==> src/rtl/req_router_queue.sv <==
// Request router: steers each incoming request by opcode into one of NCH
// independent first-word-fall-through queues. Requests whose opcode does not
// name a channel are accepted, dropped, and reported with a one-cycle pulse.
module req_router_queue #(
  parameter int ADDRW   = 24,
  parameter int OPCODEW = 2,
  parameter int NCH     = 2,
  parameter int QDEPTH  = 16,
  localparam int INSTRW = 3*ADDRW + OPCODEW,
  localparam int PTRW   = $clog2(QDEPTH),
  localparam int CNTW   = PTRW + 1
) (
  input  logic                  clk,
  input  logic                  rst_n,
  input  logic                  valid_in,
  output logic                  ready_in,
  input  logic [OPCODEW-1:0]    opcode,
  input  logic [ADDRW-1:0]      key_addr,
  input  logic [ADDRW-1:0]      text_addr,
  input  logic [ADDRW-1:0]      dest_addr,
  input  logic                  flush,
  output logic [NCH*INSTRW-1:0] instr_out,
  output logic [NCH-1:0]        valid_out,
  input  logic [NCH-1:0]        ready_out,
  output logic [NCH*CNTW-1:0]   count,
  output logic                  err_illegal
);

  logic [INSTRW-1:0] entry;
  logic [NCH-1:0]    hit;
  logic [NCH-1:0]    full;
  logic [NCH-1:0]    push;
  logic              legal;
  logic              sel_full;
  logic              accept;
  logic              err_illegal_reg;

  assign entry    = {opcode, key_addr, text_addr, dest_addr};
  // An opcode is legal exactly when it matches one of the channel indices.
  assign legal    = |hit;
  assign sel_full = |(hit & full);
  // Illegal requests are always taken (and dropped); legal ones wait for room.
  assign ready_in = !flush && (!legal || !sel_full);
  assign accept   = valid_in && ready_in;
  assign err_illegal = err_illegal_reg;

  // Flag a dropped illegal request for the cycle after it was accepted.
  always_ff @(posedge clk or negedge rst_n) begin
    if (!rst_n) begin
      err_illegal_reg <= 1'b0;
    end else begin
      err_illegal_reg <= accept && !legal;
    end
  end

  genvar gi;
  generate
    for (gi = 0; gi < NCH; gi++) begin : g_ch
      logic [INSTRW-1:0] mem [QDEPTH];
      logic [PTRW-1:0]   wr_ptr_reg, wr_ptr_next;
      logic [PTRW-1:0]   rd_ptr_reg, rd_ptr_next;
      logic [CNTW-1:0]   count_reg, count_next;
      logic              pop;

      assign hit[gi]  = (opcode == OPCODEW'(gi));
      // A same-cycle pop never frees a slot for a push: full uses the
      // registered count only.
      assign full[gi] = (count_reg == CNTW'(QDEPTH));
      assign push[gi] = accept && hit[gi];
      assign pop      = (count_reg != '0) && ready_out[gi] && !flush;

      assign valid_out[gi]                 = (count_reg != '0);
      assign count[gi*CNTW +: CNTW]        = count_reg;
      assign instr_out[gi*INSTRW +: INSTRW] = mem[rd_ptr_reg];

      // Pointer and occupancy update; flush wins over any push or pop.
      always_comb begin
        wr_ptr_next = wr_ptr_reg;
        rd_ptr_next = rd_ptr_reg;
        count_next  = count_reg;
        if (flush) begin
          wr_ptr_next = '0;
          rd_ptr_next = '0;
          count_next  = '0;
        end else begin
          if (push[gi]) wr_ptr_next = wr_ptr_reg + PTRW'(1);
          if (pop)      rd_ptr_next = rd_ptr_reg + PTRW'(1);
          case ({push[gi], pop})
            2'b10:   count_next = count_reg + CNTW'(1);
            2'b01:   count_next = count_reg - CNTW'(1);
            default: count_next = count_reg;
          endcase
        end
      end

      // Queue state; reset empties the channel without touching storage.
      always_ff @(posedge clk or negedge rst_n) begin
        if (!rst_n) begin
          wr_ptr_reg <= '0;
          rd_ptr_reg <= '0;
          count_reg  <= '0;
        end else begin
          wr_ptr_reg <= wr_ptr_next;
          rd_ptr_reg <= rd_ptr_next;
          count_reg  <= count_next;
        end
      end

      // Entry storage written at the write pointer on every accepted push.
      always_ff @(posedge clk) begin
        if (push[gi]) mem[wr_ptr_reg] <= entry;
      end
    end
  endgenerate

endmodule
==> config.mk <==
export PLATFORM = sky130hd
export DESIGN_NAME = req_router_queue
export DESIGN_NICKNAME = d
export VERILOG_FILES = /design/src/rtl/req_router_queue.sv
export SDC_FILE = /design/constraint.sdc
export NUM_CORES = 2
export LEC_CHECK = 0
export ABC_AREA = 1
export ABC_CLOCK_PERIOD_IN_PS = 8800
export BUFFER_PORTS_ARGS = -buffer_cell sky130_fd_sc_hd__buf_2
export CAP_MARGIN = 20
export CORE_MARGIN = 2
export CORE_UTILIZATION = 34
export CTS_CLUSTER_SIZE = 14
export DETAILED_ROUTE_END_ITERATION = 10
export SKIP_CTS_REPAIR_TIMING = 1
export SYNTH_ARGS = -nofsm -noshare
export SYNTH_HDL_FRONTEND = slang
export SYNTH_SLANG_ARGS = --single-unit
==> constraint.sdc <==
create_clock -name clk -period 8.8 [get_ports clk]
set_input_delay 1.32 -clock clk [delete_from_list [all_inputs] [get_ports clk]]
set_output_delay 1.32 -clock clk [all_outputs]
set_load 0.1 [all_outputs]
==> out/qor.csv <==
metric,value,unit
status,finished clean,
fin util,0.3861,
Max Fanout on Critical Path,227,
count of pins on the block boundary,242,
number of cell rows,191,
fraction of final layout cells with drive strength greater than 1,0.1101,
number of storage elements in the synthesis netlist,2395,
library cell used as clock root buffer,clkbuf_16,
global-route wire length before repair,392400,µm
data required time of the critical path,7.48,ns
kind of end point of the critical path,primary output,
maximum buffer depth of the clock tree,4,
post-placement worst setup slack,3.239,ns
setup repair after global routing missed its margin,no,
cell depth of the worst flop-to-flop path,9,
number of setup violations in the final report,0,
net count after synthesis,6718,
Worst-path clk slew,0.07,ns
number of sinks on the clock net,2395,
half-perimeter wire length after placement,146000,µm
fin crit period,6.509,ns
height of the die,526.3,µm
power density over the cells,258.8,nW/µm²
Area Growth Syn to Fin,12.84,%
headroom to the max-slew limit,0.1575,
Setup TNS Final,0,ns
final instance area,104600,µm²
Starting Density,0.3422,
count of cell types in the netlist,35,
Die Span X,526.3,µm
Fin. Hold Viols,0,
total number of yosys warnings,0,
worst clock skew,0.03561,ns
post-layout net count,6850,
Post-Route WL,272900,µm
sequential element share of the synthesized area,0.7741,
most frequent cells in the layout,"edfxtp_1, nand2_1, o21ai_0",
H-Tree Depth,4,
post-synthesis area per instance,14.01,µm²
filler cell count,25180,
number of CTS-inserted buffers,236,
"commonest non-fill, non-tap cell in the layout",edfxtp_1,
total number of vias,58400,
final RePlAce weighted congestion,0.7800,
Detailed Routing Iterations Pass 1,6,
Vias per Instance,5.553,
"Worst Setup Slack, final",2.291,ns
Peak VDD IR,0.2454,mV
arrival time at the worst endpoint,5.19,ns
Final Max Slew Viols,0,
multi-input combinational cell area,18660,µm²
total overflow reported by the global router,0,
launch point of the critical path,g_ch[1].rd_ptr_reg[0],
number of max-capacitance violations reported,0,
per-cell routed wire length,25.95,µm
number of standard cells after synthesis,6620,
"antenna viol nets, final",0,
slew at the pin closest to its max-slew limit,1.264,ns
Core Region,271000,µm²
r2r setup slk,5.00,ns
Leak Pwr,34.11,nW
clk_lat worst skew,0.90,ns
number of flip-flops in the largest register,2368,
number of global-route vias before repair,56120,
TritonCTS clock tree,yes,
combined area of all synthesized cells,92730,µm²
Overall Power,27.08,mW
drc violations,0,
number of antenna violations at the first check in global routing,45,
last element of the critical path,instr_out[105],
pin count of the biggest net entering global routing,234,
fraction of the cycle the final worst path needs,0.7397,
highest clock frequency the design can meet,153.6,MHz
GRT Util Overall,0.1914,
worst hold-check path type,in -> async,
Buffers on Ports,241,
full die area,276900,µm²
path type of the worst setup path,reg -> out,
worst reg2reg startpoint,g_ch[0].count_reg[0],
endpoint of the worst-slack reg-to-reg timing path,g_ch[1].mem[4][21],
Placed Area,97290,µm²
DRC violation total after the first TritonRoute iteration,7072,
total area of sequential cells,71810,µm²
critical path startpoint category,flop,
==> worst max-delay path: stages, from the launching register on <==
cell,delay (ns)
dfrtp_4,1.08
buf_12,0.74
buf_4,0.85
a21oi_1,0.16
a221oi_1,0.32
o21ai_1,0.20
nand2_1,0.18
buf_2,0.45
==> power breakdown <==
group          internal [mW]  switching [mW]
registers               12.6          0.0757
clock network           5.48            4.29
logic                  0.788            3.90
==> how the worst min path moves through the flow <==
stage	depth (start not counted)	start	endpoint	slack (ns)
after CTS	1	rst_n	g_ch[1].count_reg[2]	0.54
after detailed placement	2	g_ch[0].count_reg[3]	g_ch[0].count_reg[3]	0.57
final	1	rst_n	g_ch[1].rd_ptr_reg[1]	0.54
after global placement	2	g_ch[0].count_reg[3]	g_ch[0].count_reg[3]	0.56
after global routing	1	rst_n	g_ch[1].rd_ptr_reg[1]	0.57
after floorplan	2	g_ch[1].wr_ptr_reg[2]	g_ch[1].wr_ptr_reg[2]	0.55
==> through the flow <==
stage | hold WS (ns) | instances
floorplan | 0.5524 | 6620
global placement | 0.5572 | 10080
detailed placement | 0.5658 | 10080
CTS | 0.5378 | 10510
global route | 0.5689 | 10510
finish | 0.5425 | 10520
==> cell type report <==
cell class / instances / area share
multi-input cells: 3725 / 0.1784
repair buffers: 349 / 0.02023
clock inverters: 127 / 0.01102
inverters: 45 / 0.002224
flip-flops and latches: 2395 / 0.6863
well taps: 3570 / 0.04269
clock buffers: 295 / 0.05895
diodes: 10 / 0.0002391
==> metal layers <==
metal | GRT usage | share of wire | vias to the layer above
met2 | 0.3091 | 0.47 | 2635
met5 | 0 | 0.00030 | -
li1 | - | - | 25270
met1 | 0.2678 | 0.42 | 30070
met3 | 0.03122 | 0.084 | 409
met4 | 0.05051 | 0.026 | 14
==> cell usage after synthesis (all sizes together) <==
library cell / instances / area (µm²)
xor2: 2 / 17.52
xnor2: 4 / 35.03
nand3: 276 / 1381
a221oi: 183 / 1690
ha: 16 / 200.2
o22ai: 187 / 1170
edfxtp: 2368 / 71110
o221ai: 82 / 718.2
buf: 270 / 1665
nand2: 997 / 3755
clkbuf: 185 / 694.4
and3: 1 / 6.260
a21oi: 375 / 1884
clkinv: 1 / 3.750
inv: 44 / 180.2
nor3: 3 / 20.02
o21ai: 833 / 4169
dfrtp: 27 / 675.7
nand4: 89 / 563.0
o221a: 29 / 326.6
nor2: 646 / 2430
fa: 2 / 40.04
==> cells by family after synthesis <==
logic type | count (synthesis) | synth area share
flops | 2395 | 0.7741
simple gates | 2012 | 0.08794
compound gates | 1689 | 0.1074
buf+inv | 500 | 0.02743
fa+ha+maj | 18 | 0.002591
xor+xnor | 6 | 0.0005667
No activity file was read; power rests on OpenSTA's default activity.
